==> config.mk <==
export PLATFORM = sky130hd
export DESIGN_NAME = spi_multi_master
export DESIGN_NICKNAME = d
export VERILOG_FILES = /design/src/rtl/spi_multi_master.sv
export SDC_FILE = /design/constraint.sdc
export NUM_CORES = 1
export LEC_CHECK = 0
export BUFFER_PORTS_ARGS = -buffer_cell sky130_fd_sc_hd__buf_4
export CORE_MARGIN = 2
export CORE_UTILIZATION = 58
export CTS_CLUSTER_DIAMETER = 80
export CTS_CLUSTER_SIZE = 12
export DETAILED_ROUTE_END_ITERATION = 8
export PLACE_DENSITY = 0.9
export SKIP_CTS_REPAIR_TIMING = 1
export SLEW_MARGIN = 20
export SYNTH_ARGS = -nofsm -noshare
export SYNTH_HDL_FRONTEND = slang
export SYNTH_SLANG_ARGS = --single-unit
==> constraint.sdc <==
create_clock -name clk -period 2.72 [get_ports clk]
set_input_delay 0.136 -clock clk [delete_from_list [all_inputs] [get_ports clk]]
set_output_delay 0.136 -clock clk [all_outputs]
set_load 0.02 [all_outputs]
==> src/rtl/spi_multi_master.sv <==
// Shared SPI engine on the ZX-Uno register bus: NUM_CS devices, programmable divider,
// all four CPOL/CPHA modes, busy flag and overrun detection.
module spi_multi_master #(
    parameter int          NUM_CS    = 2,
    parameter logic [7:0]  ADDR_DATA = 8'h02,
    parameter logic [7:0]  ADDR_CTRL = 8'h03,
    parameter logic [7:0]  ADDR_DIV  = 8'h04,
    parameter logic [7:0]  ADDR_STAT = 8'h05,
    parameter logic [7:0]  DIV_RESET = 8'd0
) (
    input  logic              clk,
    input  logic              rst,
    input  logic [7:0]        addr,
    input  logic              ior,
    input  logic              iow,
    input  logic [7:0]        din,
    output logic [7:0]        dout,
    output logic              oe_n,
    output logic [NUM_CS-1:0] spi_cs_n,
    output logic              spi_clk,
    output logic              spi_mosi,
    input  logic [NUM_CS-1:0] spi_miso,
    output logic              busy
);
    typedef enum logic [1:0] {IDLE, SHIFT, DONE} state_t;

    state_t      state_q, state_d;
    logic [7:0]  ctrl_q, ctrl_d, div_q, div_d, rx_q, rx_d;
    logic [7:0]  tx_q, tx_d, rsh_q, rsh_d, dcnt_q, dcnt_d;
    logic [3:0]  hp_q, hp_d;
    logic        sclk_q, sclk_d, mosi_q, mosi_d, ovr_q, ovr_d, pend_q, pend_d;
    logic        ior_q, iow_q;

    logic        ior_rise, iow_rise, sel_data, sel_ctrl, sel_div, sel_stat;
    logic        rx_block, start, ovr_set, miso_bit;
    logic [7:0]  tx_new;

    assign ior_rise = ior & ~ior_q;
    assign iow_rise = iow & ~iow_q;
    assign sel_data = (addr == ADDR_DATA);
    assign sel_ctrl = (addr == ADDR_CTRL);
    assign sel_div  = (addr == ADDR_DIV);
    assign sel_stat = (addr == ADDR_STAT);
    // A DATA read in progress freezes rx so the CPU sees a stable byte.
    assign rx_block = ior & sel_data;

    assign busy     = (state_q != IDLE);
    assign spi_clk  = sclk_q;
    assign spi_mosi = (state_q == IDLE) ? 1'b1 : mosi_q;
    assign oe_n     = ~(ior & (sel_data | sel_ctrl | sel_div | sel_stat));

    for (genvar i = 0; i < NUM_CS; i++) begin : g_cs
        assign spi_cs_n[i] = ~(ctrl_q[7] && ctrl_q[2:0] == 3'(i));
    end

    always_comb begin
        miso_bit = 1'b1;
        for (int i = 0; i < NUM_CS; i++)
            if (ctrl_q[2:0] == 3'(i)) miso_bit = spi_miso[i];
    end

    always_comb begin
        dout = 8'hFF;
        if (!oe_n) begin
            if (sel_data)      dout = rx_q;
            else if (sel_ctrl) dout = ctrl_q;
            else if (sel_div)  dout = div_q;
            else               dout = {6'b0, ovr_q, busy};
        end
    end

    always_comb begin
        state_d = state_q;
        ctrl_d  = ctrl_q;
        div_d   = div_q;
        rx_d    = rx_q;
        tx_d    = tx_q;
        rsh_d   = rsh_q;
        dcnt_d  = dcnt_q;
        hp_d    = hp_q;
        sclk_d  = sclk_q;
        mosi_d  = mosi_q;
        ovr_d   = ovr_q;
        pend_d  = pend_q;
        start   = 1'b0;
        ovr_set = 1'b0;
        tx_new  = din;

        if (iow_rise) begin
            if (sel_data) begin
                if (state_q == IDLE) start = 1'b1;
                else                 ovr_set = 1'b1;
            end else if (sel_ctrl) begin
                if (state_q == IDLE) ctrl_d = din;
                else                 ovr_set = 1'b1;
            end else if (sel_div) begin
                if (state_q == IDLE) div_d = din;
                else                 ovr_set = 1'b1;
            end
        end
        if (ior_rise && sel_data) begin
            if (state_q == IDLE) begin
                start  = 1'b1;
                tx_new = 8'hFF;
            end else begin
                ovr_set = 1'b1;
            end
        end

        if (ior_rise && sel_stat) ovr_d = 1'b0;
        if (ovr_set)              ovr_d = 1'b1;

        if (pend_q && !rx_block) begin
            rx_d   = rsh_q;
            pend_d = 1'b0;
        end

        case (state_q)
            IDLE: begin
                sclk_d = ctrl_q[6];
                if (start) begin
                    state_d = SHIFT;
                    hp_d    = 4'd0;
                    dcnt_d  = 8'd0;
                    // CPHA=0 presents bit 7 immediately; CPHA=1 drives it on the leading edge.
                    tx_d    = ctrl_q[5] ? tx_new : {tx_new[6:0], 1'b0};
                    mosi_d  = ctrl_q[5] ? 1'b1 : tx_new[7];
                end
            end
            SHIFT: begin
                if (dcnt_q == div_q) begin
                    dcnt_d = 8'd0;
                    sclk_d = ~sclk_q;
                    hp_d   = hp_q + 4'd1;
                    // Even half-periods end on a leading edge.
                    if (~hp_q[0] ^ ctrl_q[5]) begin
                        rsh_d = {rsh_q[6:0], miso_bit};
                    end else begin
                        mosi_d = tx_q[7];
                        tx_d   = {tx_q[6:0], 1'b0};
                    end
                    if (hp_q == 4'd15) state_d = DONE;
                end else begin
                    dcnt_d = dcnt_q + 8'd1;
                end
            end
            DONE: begin
                state_d = IDLE;
                if (rx_block) pend_d = 1'b1;
                else          rx_d   = rsh_q;
            end
            default: state_d = IDLE;
        endcase
    end

    always_ff @(posedge clk) begin
        if (rst) begin
            state_q <= IDLE;
            ctrl_q  <= 8'h00;
            div_q   <= DIV_RESET;
            rx_q    <= 8'hFF;
            tx_q    <= 8'h00;
            rsh_q   <= 8'hFF;
            dcnt_q  <= 8'd0;
            hp_q    <= 4'd0;
            sclk_q  <= 1'b0;
            mosi_q  <= 1'b1;
            ovr_q   <= 1'b0;
            pend_q  <= 1'b0;
            ior_q   <= 1'b0;
            iow_q   <= 1'b0;
        end else begin
            state_q <= state_d;
            ctrl_q  <= ctrl_d;
            div_q   <= div_d;
            rx_q    <= rx_d;
            tx_q    <= tx_d;
            rsh_q   <= rsh_d;
            dcnt_q  <= dcnt_d;
            hp_q    <= hp_d;
            sclk_q  <= sclk_d;
            mosi_q  <= mosi_d;
            ovr_q   <= ovr_d;
            pend_q  <= pend_d;
            ior_q   <= ior;
            iow_q   <= iow;
        end
    end
endmodule
# After elaboration in Yosys (flattened, before gate mapping)
# Cells that the tools add are included.
# totals
regBits	60
in_bits	22
out_inout_bits	14
elab_cells	115
# classes
add_sub_neg	2
n_eq_ne	13
n_mux	50
n_bitwise	17
n_reduce_logical	19
# op_table
operator	n
8-bit 2-to-1 mux	14
8-bit one-hot mux with 2 select lines	2
1-bit 2-to-1 mux	25
8-bit by 2-bit == test with 1-bit output (second input constant)	2
8-bit by 3-bit == test with 1-bit output (second input constant)	2
1-bit inverter	9
3-bit AND reduction	3
8-bit by 1-bit adder with 8-bit output (second input constant)	1
8-bit == test	1
4-bit 2-to-1 mux	2
2-bit != test (second input constant)	4
4-bit one-hot mux with 2 select lines	1
4-bit AND reduction	2
2-bit 2-to-1 mux	3
2-bit nonzero test	3
1-bit logical AND	5
5-bit AND reduction	1
4-bit by 1-bit adder with 4-bit output (second input constant)	1
1-bit bitwise AND	4
4-bit == test (second input constant)	1
1-bit one-hot mux with 2 select lines	2
2-bit one-hot mux with 2 select lines	1
2-bit AND reduction	2
3-bit by 1-bit == test with 1-bit output (second input constant)	1
other kinds (7)	9

# Longest topological paths before layout
# Gate-level depths: netlist (run 1).
# depth
depth_word	9
ltp_mapped	7
depth_no_buf	5

# Worst setup path before layout (run 1)
# Ideal clock, no wire load.
# synth_path
path_kind	register to register
startpoint	register dcnt_q[3]
endpoint	register mosi_q
setup_ps	72
arrival_time_ps	2002
setup_slack_ps	646
path_stages_with_launch	7
n_path_buf	1
period_less_slack_ps	2074
cell_sequence	dfxtp_1 > xor2_1 > nor4_1 > nand2_1 > a221oi_1 > buf_4 > mux2i_1
# synth_between
elab_chain_cells	3
# synth_rtl
item	line	text
from (decl)	29	logic [7:0] tx_q, tx_d, rsh_q, rsh_d, dcnt_q, dcnt_d;
from (signal assigned)	179	dcnt_q <= dcnt_d;
8-bit == test	131	if (dcnt_q == div_q) begin
2-bit != test (no source line)	--	
4-bit AND reduction (no source line)	--	
to (signal assigned)	182	mosi_q <= mosi_d;
to (decl)	31	logic sclk_q, sclk_d, mosi_q, mosi_d, ovr_q, ovr_d, pend_q, pend_d;
# No other way between the ends.
# A chain may end at the register's enable or synchronous reset.

# Final worst setup path (run 1)
# layout_path
startpoint	register dcnt_q[4]
endpoint	register tx_q[7]
# layout_between
elab_chain_cells	3
# layout_rtl
item	line	text
8-bit == test	131	
2-bit != test (no source line)	--	
4-bit AND reduction (no source line)	--	
to (signal assigned)	177	tx_q <= tx_d;
to (decl)	29	
# No other way between the ends.

==> flow_metrics.env, run 1 <==
export IMPL_diodes=0
export IMPL_gr_usage_all_layers=0.272
export IMPL_path_buf_inv=1
export IMPL_cts_tree="yes"
export IMPL_grt_pass1_wl_mm=12.4
export IMPL_crit_chain="xor2_1 > nor4_2 > nand2_1 > a221oi_1 > buf_4 > mux2i_1"
export IMPL_startpoint_type="flop"
export IMPL_root_buffer="clkbuf_8"
export IMPL_max_freq_mhz=427
export IMPL_clockBufferDepth=2
export IMPL_cts_buffers=9
export IMPL_cp_slowest_cell="nor4_2"
export IMPL_cp_max_fo=9
export IMPL_cts_sinks=60
export IMPL_layout_nets=381
export IMPL_p_switching_mw=0.436
export IMPL_finalCritPeriodShare=0.861
export IMPL_p_int_mw=1.47
export IMPL_final_max_slew_viol_count=0
export IMPL_drt_first_pass_iters=4
export IMPL_insertion_delay_ns=0.35
export IMPL_seqPwrFrac=0.462
export IMPL_end_kind="flop"
export IMPL_cp_data_required_time_ns=2.99
export IMPL_synth_area_um2=3020
export IMPL_fp_coreArea_um2=5070
export IMPL_cp_slowest_stage_delay_ns=0.66
export IMPL_start_util=0.595
export IMPL_rsz0062_at_grt="false"
export IMPL_drv_cap=0
export IMPL_core_rowCount=26
export IMPL_synthCells=324
export IMPL_die_width_um=76.2
export IMPL_synth_cell_types=51
export IMPL_syn_avg_cell_area_um2=9.32
export IMPL_dpl_hpwl_mm=5.24
export IMPL_comb_power_share=0.057
export IMPL_postRouteAntennaNets=0
export IMPL_worst_slew_pin_transition_ns=0.980
export IMPL_post_route_min_period_ns=2.34
export IMPL_max_slew_margin_rel=0.343
export IMPL_fillCellCount=417
export IMPL_status="completed"
export IMPL_seq_area_um2=1200
export IMPL_fin_hold_ws_ns=0.0108
export IMPL_swShare=0.229
export IMPL_yosys_warnings=0
export IMPL_numPortBuffers=35
export IMPL_synthArstFlopShare=0
export IMPL_skew_ns=0.00858
export IMPL_clk_pin_slew_ns=0.07
export IMPL_wl_per_cell_um=17.8
export IMPL_wl_mm=7.67
export IMPL_hold_class="input pin to flop"
export IMPL_overflow=0
export IMPL_drive_gt1_frac=0.213
export IMPL_ys_ff_latch=60
export IMPL_die_h_um=76.2
export IMPL_tns_ns=0
export IMPL_dieArea_um2=5800
export IMPL_grt_pass1_vias=2558
export IMPL_path_delay_family="simple AND/OR/NAND/NOR gates"
export IMPL_via_per_inst=6.10
export IMPL_globalplace_congestion=0.879
export IMPL_ir_drop_mv=0.533
export IMPL_route_detailed_drc=0
export IMPL_grt_max_degree=41
export IMPL_synth_edf_count=0
export IMPL_synthFlopType="dfxtp_1"
export IMPL_p_per_area_nw_per_um2=541
export IMPL_setup_viol=0
export IMPL_p_leak_nw=1.39
export IMPL_layout_commonest_cell="dfxtp_1"
export IMPL_crit_arrival_ns=2.62
export IMPL_finalHoldViolCount=0
export IMPL_utilization=0.695
export IMPL_antenna_found_initial=0
export IMPL_cts_max_level=3
export IMPL_ios=36
export IMPL_multi_input_area_um2=1690
export IMPL_layout_common_cells="dfxtp_1 (60), mux2i_1 (48), buf_4 (41)"
export IMPL_p_clk_frac=0.481
export IMPL_syn_nets=348
export IMPL_seq_area_frac_synth=0.398
export IMPL_drt_iter0_markers=172
export IMPL_crit_type="flop to flop"
export IMPL_area_delta_synth_final_pct=16.8
export IMPL_vias=2636
==> layout make-up <==
type                            count  area share
Clock buffer                       11      0.0401
Clock inverter                      5      0.0238
Inverter                            4     0.00426
Multi-Input combinational cell    241       0.479
Sequential cell                    60       0.340
Tap cell                           70      0.0248
Timing Repair Buffer               41      0.0872
==> cell families after synthesis <==
kind of cell / Yosys count / share of synthesized area
adders and majority gates: 2 / 0.00828
buffers and inverters: 23 / 0.0422
DFF: 60 / 0.398
AOI/OAI and AO/OA: 59 / 0.139
xor gates and xnor gates: 13 / 0.0377
and+or+nand+nor: 111 / 0.186
muxes: 56 / 0.189
==> sequential cells by signal, indices dropped and copies added (netlist names) <==
signal / count
div_q: 8
iow_q: 1
spi_clk: 1
hp_q: 4
state_q: 2
rsh_q: 8
ior_q: 1
rx_q: 8
ovr_q: 1
pend_q: 1
tx_q: 8
ctrl_q: 8
dcnt_q: 8
mosi_q: 1
==> cell usage after synthesis (4+ instances only) <==
cell type | count | area (um^2)
nor3_1 | 5 | 25.0
xor2_1 | 11 | 96.3
and3_1 | 6 | 37.5
a21oi_1 | 11 | 55.1
o21ai_0 | 10 | 50.1
a31oi_1 | 5 | 31.3
a221o_2 | 4 | 45.0
a21o_1 | 8 | 60.1
nand2_1 | 22 | 82.6
nor2_1 | 38 | 143
nand2b_1 | 4 | 25.0
mux2i_1 | 48 | 480
clkbuf_1 | 11 | 41.3
a221o_1 | 4 | 40.0
nor2b_1 | 5 | 31.3
nand3_1 | 12 | 60.1
mux2_2 | 8 | 90.1
dfxtp_1 | 60 | 1200
==> stage by stage <==
step / total power [mW] / instances / setup slack (ns) / instance area (um^2)
2_1_floorplan: 0.960 / 324 / 0.646 / 3020
3_3_place_gp: 1.00 / 416 / 0.509 / 3300
3_5_place_dp: 1.01 / 416 / 0.473 / 3300
4_1_cts: 1.92 / 432 / 0.393 / 3530
5_1_grt: 1.97 / 432 / 0.199 / 3530
6_report: 1.91 / 432 / 0.379 / 3530
==> per-layer routing <==
layer	part of all wire	vias to the layer above	wire, um	global-route usage
met2	0.49	104	3750	0.442
li1	-	1237	-	-
met5	0	-	0	0
met4	0.033	0	255	0.149
met3	0.053	23	403	0.0746
met1	0.43	1272	3270	0.326
==> final timing paths <==
path              from      end  slack, ns  cells past startpoint
max          dcnt_q[4]  tx_q[7]       0.38                      6
min                iow    iow_q       0.01                      2
max reg2reg  dcnt_q[4]  tx_q[7]       0.38                      6
min reg2reg    tx_q[4]  tx_q[4]       0.46                      2
==> power groups by stage <==
stage	logic, mW	registers (mW)	clock network, mW
floorplan	0.0592	0.901	0
finish	0.108	0.881	0.918
global placement	0.102	0.901	0
CTS	0.106	0.881	0.929
global route	0.116	0.881	0.969
detailed placement	0.105	0.901	0
(Power assumes the default switching activity.)
==> run 2, diff against run 1 <==
--- a/config.mk
+++ b/config.mk
@@ -5,6 +5,7 @@
 export SDC_FILE = /design/constraint.sdc
 export NUM_CORES = 1
 export LEC_CHECK = 0
+export ABC_AREA = 1
 export BUFFER_PORTS_ARGS = -buffer_cell sky130_fd_sc_hd__buf_4
 export CORE_MARGIN = 2
 export CORE_UTILIZATION = 58
==> flow_metrics.env, run 2 <==
export IMPL_place_worst_setup_slack_ns=0.784
export IMPL_insertion_delay_ns=0.34
export IMPL_worst_slew_pin_transition_ns=0.549
export IMPL_clk_pin_slew_ns=0.07
export IMPL_crit_type="flop to output pin"
export IMPL_globalplace_congestion=0.970
export IMPL_fp_coreArea_um2=5410
export IMPL_crit_arrival_ns=1.84
export IMPL_postRouteAntennaNets=0
export IMPL_antenna_found_initial=0
export IMPL_final_area_um2=3720
export IMPL_ys_ff_latch=60
export IMPL_setup_viol=0
export IMPL_synthTopCellsByArea="dfxtp_1 (37%), nand2_1 (14%), nor2_1 (6.4%), inv_1 (6.1%), nand3_1 (5.8%)"
export IMPL_instances_no_fill=572
export IMPL_yosys_warnings=0
export IMPL_numPortBuffers=35
export IMPL_skew_ns=0.00501
export IMPL_gr_usage_all_layers=0.270
export IMPL_root_buffer="clkbuf_8"
export IMPL_layout_commonest_cell="nand2_1"
export IMPL_ir_drop_mv=0.369
export IMPL_cts_buffers=9
export IMPL_start_util=0.593
export IMPL_via_per_inst=5.47
export IMPL_seq_area_frac_synth=0.375
export IMPL_cp_data_required_time_ns=2.58
export IMPL_dpl_cell_count=556
export IMPL_synth_top_cells_by_count="nand2_1 (121), dfxtp_1 (60), nor2_1 (55)"
export IMPL_fin_hold_ws_ns=0.0127
export IMPL_die_width_um=78.3
export IMPL_final_max_slew_viol_count=0
export IMPL_overflow=0
export IMPL_placed_cell_area_um2=3480
export IMPL_wl_mm=7.65
export IMPL_dpl_hpwl_mm=5.44
export IMPL_die_h_um=78.3
export IMPL_worst_slack_ns=0.740
export IMPL_core_rowCount=27
export IMPL_max_freq_mhz=505
export IMPL_area_delta_synth_final_pct=16.0
export IMPL_synthArstFlopShare=0
export IMPL_wl_per_cell_um=13.4
export IMPL_synthCells=461
export IMPL_synth_cell_types=43
export IMPL_layout_common_cells="nand2_1 (121), dfxtp_1 (60), nor2_1 (55)"
export IMPL_synth_edf_count=0
export IMPL_clockBufferDepth=2
export IMPL_grt_pass1_wl_mm=13.2
export IMPL_post_route_min_period_ns=1.98
export IMPL_drv_cap=0
export IMPL_cts_max_level=3
export IMPL_layout_nets=519
export IMPL_finalCritPeriodShare=0.728
export IMPL_tns_ns=0
export IMPL_grt_max_degree=37
export IMPL_syn_nets=485
export IMPL_syn_avg_cell_area_um2=6.95
export IMPL_yosysTopAreaCellShare=0.375
export IMPL_cts_tree="yes"
export IMPL_drt_first_pass_iters=7
export IMPL_grt_pass1_vias=3056
export IMPL_rsz0062_at_grt="false"
export IMPL_vias=3129
export IMPL_synth_top_cell_by_area="dfxtp_1"
export IMPL_power_total_mw=1.92
export IMPL_p_per_area_nw_per_um2=517
export IMPL_drive_gt1_frac=0.170
export IMPL_diodes=0
export IMPL_hold_class="input pin to flop"
export IMPL_cp_max_fo=6
export IMPL_startpoint_type="flop"
export IMPL_synth_area_um2=3200
export IMPL_cts_sinks=60
export IMPL_p_leak_nw=1.64
export IMPL_route_detailed_drc=0
export IMPL_drt_iter0_markers=277
export IMPL_synth_most_common_cell="nand2_1"
export IMPL_dieArea_um2=6140
export IMPL_finalHoldViolCount=0
export IMPL_status="completed"
export IMPL_end_kind="output pin"
export IMPL_synthFlopType="dfxtp_1"
export IMPL_ios=36
export IMPL_utilization=0.688
export IMPL_max_slew_margin_rel=0.634
run 2: critical path: stages, from the launching register on:
cell and delay (ns):
dfxtp_1 0.38, nor2_2 0.31, inv_1 0.21, nand2_1 0.10
o21ai_0 0.11, a21oi_1 0.17, nand2_1 0.07, buf_4 0.16
run 2: final cells by class:
cell class / count / area, um^2
fillers: 457 / 1690
clock inverters: 4 / 70.1
inverters: 57 / 214
multi-input cells: 331 / 1710
repair buffers: 36 / 270
clock buffers: 12 / 165
well taps: 72 / 90.1
flip-flops and latches: 60 / 1200
run 2: layer usage:
metal	track usage	up-vias	part of all wire
met4	0.0930	0	0.016
met2	0.451	124	0.48
met3	0.0724	14	0.074
met5	0	-	0
met1	0.338	1439	0.43
li1	-	1552	-
run 2: path summary, 6_finish.rpt:
check | from | to | slack, ns | cells after the start
worst max-delay path | state_q[1] | dout[0] | 0.74 | 7
worst min-delay path | iow | iow_q | 0.01 | 3
worst max register to register | state_q[0] | tx_q[7] | 0.94 | 7
worst min register to register | mosi_q | mosi_q | 0.46 | 2
run 2: power by group:
group | switching (mW) | total, mW | internal [mW]
combinational | 0.0615 | 0.0988 | 0.0373
sequential | 0.00175 | 0.884 | 0.882
clock | 0.350 | 0.938 | 0.588
total | 0.413 | 1.92 | 1.51
run 2: cell families after synthesis:
kind of cell,share of synthesized area
simple gates,0.357
fa+ha+maj,0.00781
buf+inv,0.0929
xor+xnor,0.0301
flops,0.375
compound gates,0.138
==> run 3, diff against run 2 <==
==> constraint.sdc (replaced) <==
create_clock -name clk -period 2 [get_ports clk]
set_input_delay 0.1 -clock clk [delete_from_list [all_inputs] [get_ports clk]]
set_output_delay 0.1 -clock clk [all_outputs]
set_load 0.02 [all_outputs]
==> flow_metrics.env, run 3 (synthesized netlist as in run 2, its figures left out) <==
export IMPL_status="completed"
export IMPL_cts_sinks=60
export IMPL_utilization=0.685
export IMPL_max_slew_margin_rel=0.677
export IMPL_end_kind="output pin"
export IMPL_final_max_slew_viol_count=0
export IMPL_start_util=0.593
export IMPL_wl_mm=8.02
export IMPL_seq_area_um2=1200
export IMPL_fin_hold_ws_ns=0.0539
export IMPL_clockBufferDepth=2
export IMPL_r2r_end="rsh_q[4]"
export IMPL_worst_slew_pin_transition_ns=0.482
export IMPL_instances_no_fill=577
export IMPL_max_freq_mhz=556
export IMPL_startpoint_type="flop"
export IMPL_postRouteAntennaNets=0
export IMPL_crit_arrival_ns=1.70
export IMPL_grt_pass1_wl_mm=13.0
export IMPL_dieArea_um2=6140
export IMPL_layout_common_cells="nand2_1 (121), dfxtp_1 (60), nor2_1 (55)"
export IMPL_post_route_min_period_ns=1.80
export IMPL_layout_commonest_cell="nand2_1"
export IMPL_drv_cap=0
export IMPL_hold_class="input pin to flop"
export IMPL_multi_input_area_um2=1710
export IMPL_cts_buffers=9
export IMPL_rsz0062_at_grt="false"
export IMPL_route_detailed_drc=0
export IMPL_root_buffer="clkbuf_8"
export IMPL_hold_path_end="rsh_q[0]"
export IMPL_cts_max_level=3
export IMPL_ff2ff_setup_slack_ns=0.25
export IMPL_worstHoldStart="spi_miso[1]"
export IMPL_grt_pass1_vias=2875
export IMPL_via_per_inst=5.37
export IMPL_numPortBuffers=35
export IMPL_drive_gt1_frac=0.176
export IMPL_clk_pin_slew_ns=0.07
export IMPL_crit_type="flop to output pin"
export IMPL_die_width_um=78.3
export IMPL_wl_per_cell_um=13.9
export IMPL_cts_tree="yes"
export IMPL_gr_usage_all_layers=0.272
export IMPL_cp_slowest_stage_delay_ns=0.39
export IMPL_finalHoldViolCount=0
export IMPL_dpl_hpwl_mm=5.62
export IMPL_hold_depth=3
export IMPL_globalplace_congestion=0.968
export IMPL_overflow=0
export IMPL_r2r_cells=7
export IMPL_cp_data_required_time_ns=1.90
export IMPL_dpl_cell_count=558
export IMPL_antenna_found_initial=0
export IMPL_cp_slowest_cell="dfxtp_1"
export IMPL_insertion_delay_ns=0.35
export IMPL_skew_ns=0.00820
export IMPL_drt_first_pass_iters=5
export IMPL_worst_slack_ns=0.200
export IMPL_fp_coreArea_um2=5410
export IMPL_cp_max_fo=5
export IMPL_p_per_area_nw_per_um2=624
export IMPL_ios=36
export IMPL_area_delta_synth_final_pct=15.6
export IMPL_finalCritPeriodShare=0.900
export IMPL_setup_viol=0
export IMPL_drt_iter0_markers=294
export IMPL_diodes=0
export IMPL_core_rowCount=27
export IMPL_vias=3096
export IMPL_grt_max_degree=37
export IMPL_crit_chain="nor2_4 > inv_1 > nand2_1 > o21ai_0 > a21oi_1 > nand2_1 > buf_4"
export IMPL_place_worst_setup_slack_ns=0.264
export IMPL_die_h_um=78.3
export IMPL_ir_drop_mv=0.428
export IMPL_r2r_start="dcnt_q[2]"
export IMPL_layout_nets=524
export IMPL_worst_path_most_repeated_cell="nand2_1"
export IMPL_fillCellCount=476
export IMPL_p_leak_nw=1.62
==> run 3: worst max path at each step <==
stage                          start  endpoint  depth (start not counted)
after floorplan            dcnt_q[2]   tx_q[7]                          9
final                     state_q[1]   dout[0]                          7
after detailed placement     addr[6]  div_q[0]                          8
after global routing       dcnt_q[2]  rsh_q[4]                          7
after CTS                 state_q[1]   dout[0]                          7
after global placement       addr[6]   dout[3]                          8
==> run 3: final cells by class <==
| class | count | area share |
|---|---|---|
| clock inverters | 6 | 0.0108 |
| flip-flops and latches | 60 | 0.324 |
| multi-input cells | 331 | 0.462 |
| repair buffers | 41 | 0.0838 |
| well taps | 72 | 0.0243 |
| inverters | 57 | 0.0578 |
| clock buffers | 10 | 0.0372 |
==> run 3: power breakdown <==
group,switching [mW],internal [mW]
logic,0.0846,0.0529
registers,0.00239,1.20
clock network,0.497,0.477
==> run 3: routing by layer <==
layer  vias to the layer above  track usage  share of wire
li1                       1564            -              -
met1                      1400        0.334           0.42
met2                       118        0.464           0.50
met3                        14       0.0782          0.069
met4                         0       0.0772          0.013
met5                         -            0              0
==> run 3: critical path: cells and delay by family, from the launching register on <==
family                 cells  cell delay (ns)
AO/OA/AOI/OAI              2             0.33
buffers and inverters      2             0.30
flip-flops                 1             0.39
AND/OR/NAND/NOR            3             0.31
==> run 3: per-stage QoR <==
| step | setup TNS (ns) | area [um^2] | total power, mW |
|---|---|---|---|
| after floorplan | 0 | 3200 | 1.31 |
| after global placement | 0 | 3500 | 1.36 |
| after detailed placement | 0 | 3500 | 1.36 |
| after CTS | -0.0308 | 3670 | 2.32 |
| after global routing | 0 | 3700 | 2.40 |
| final | 0 | 3700 | 2.31 |
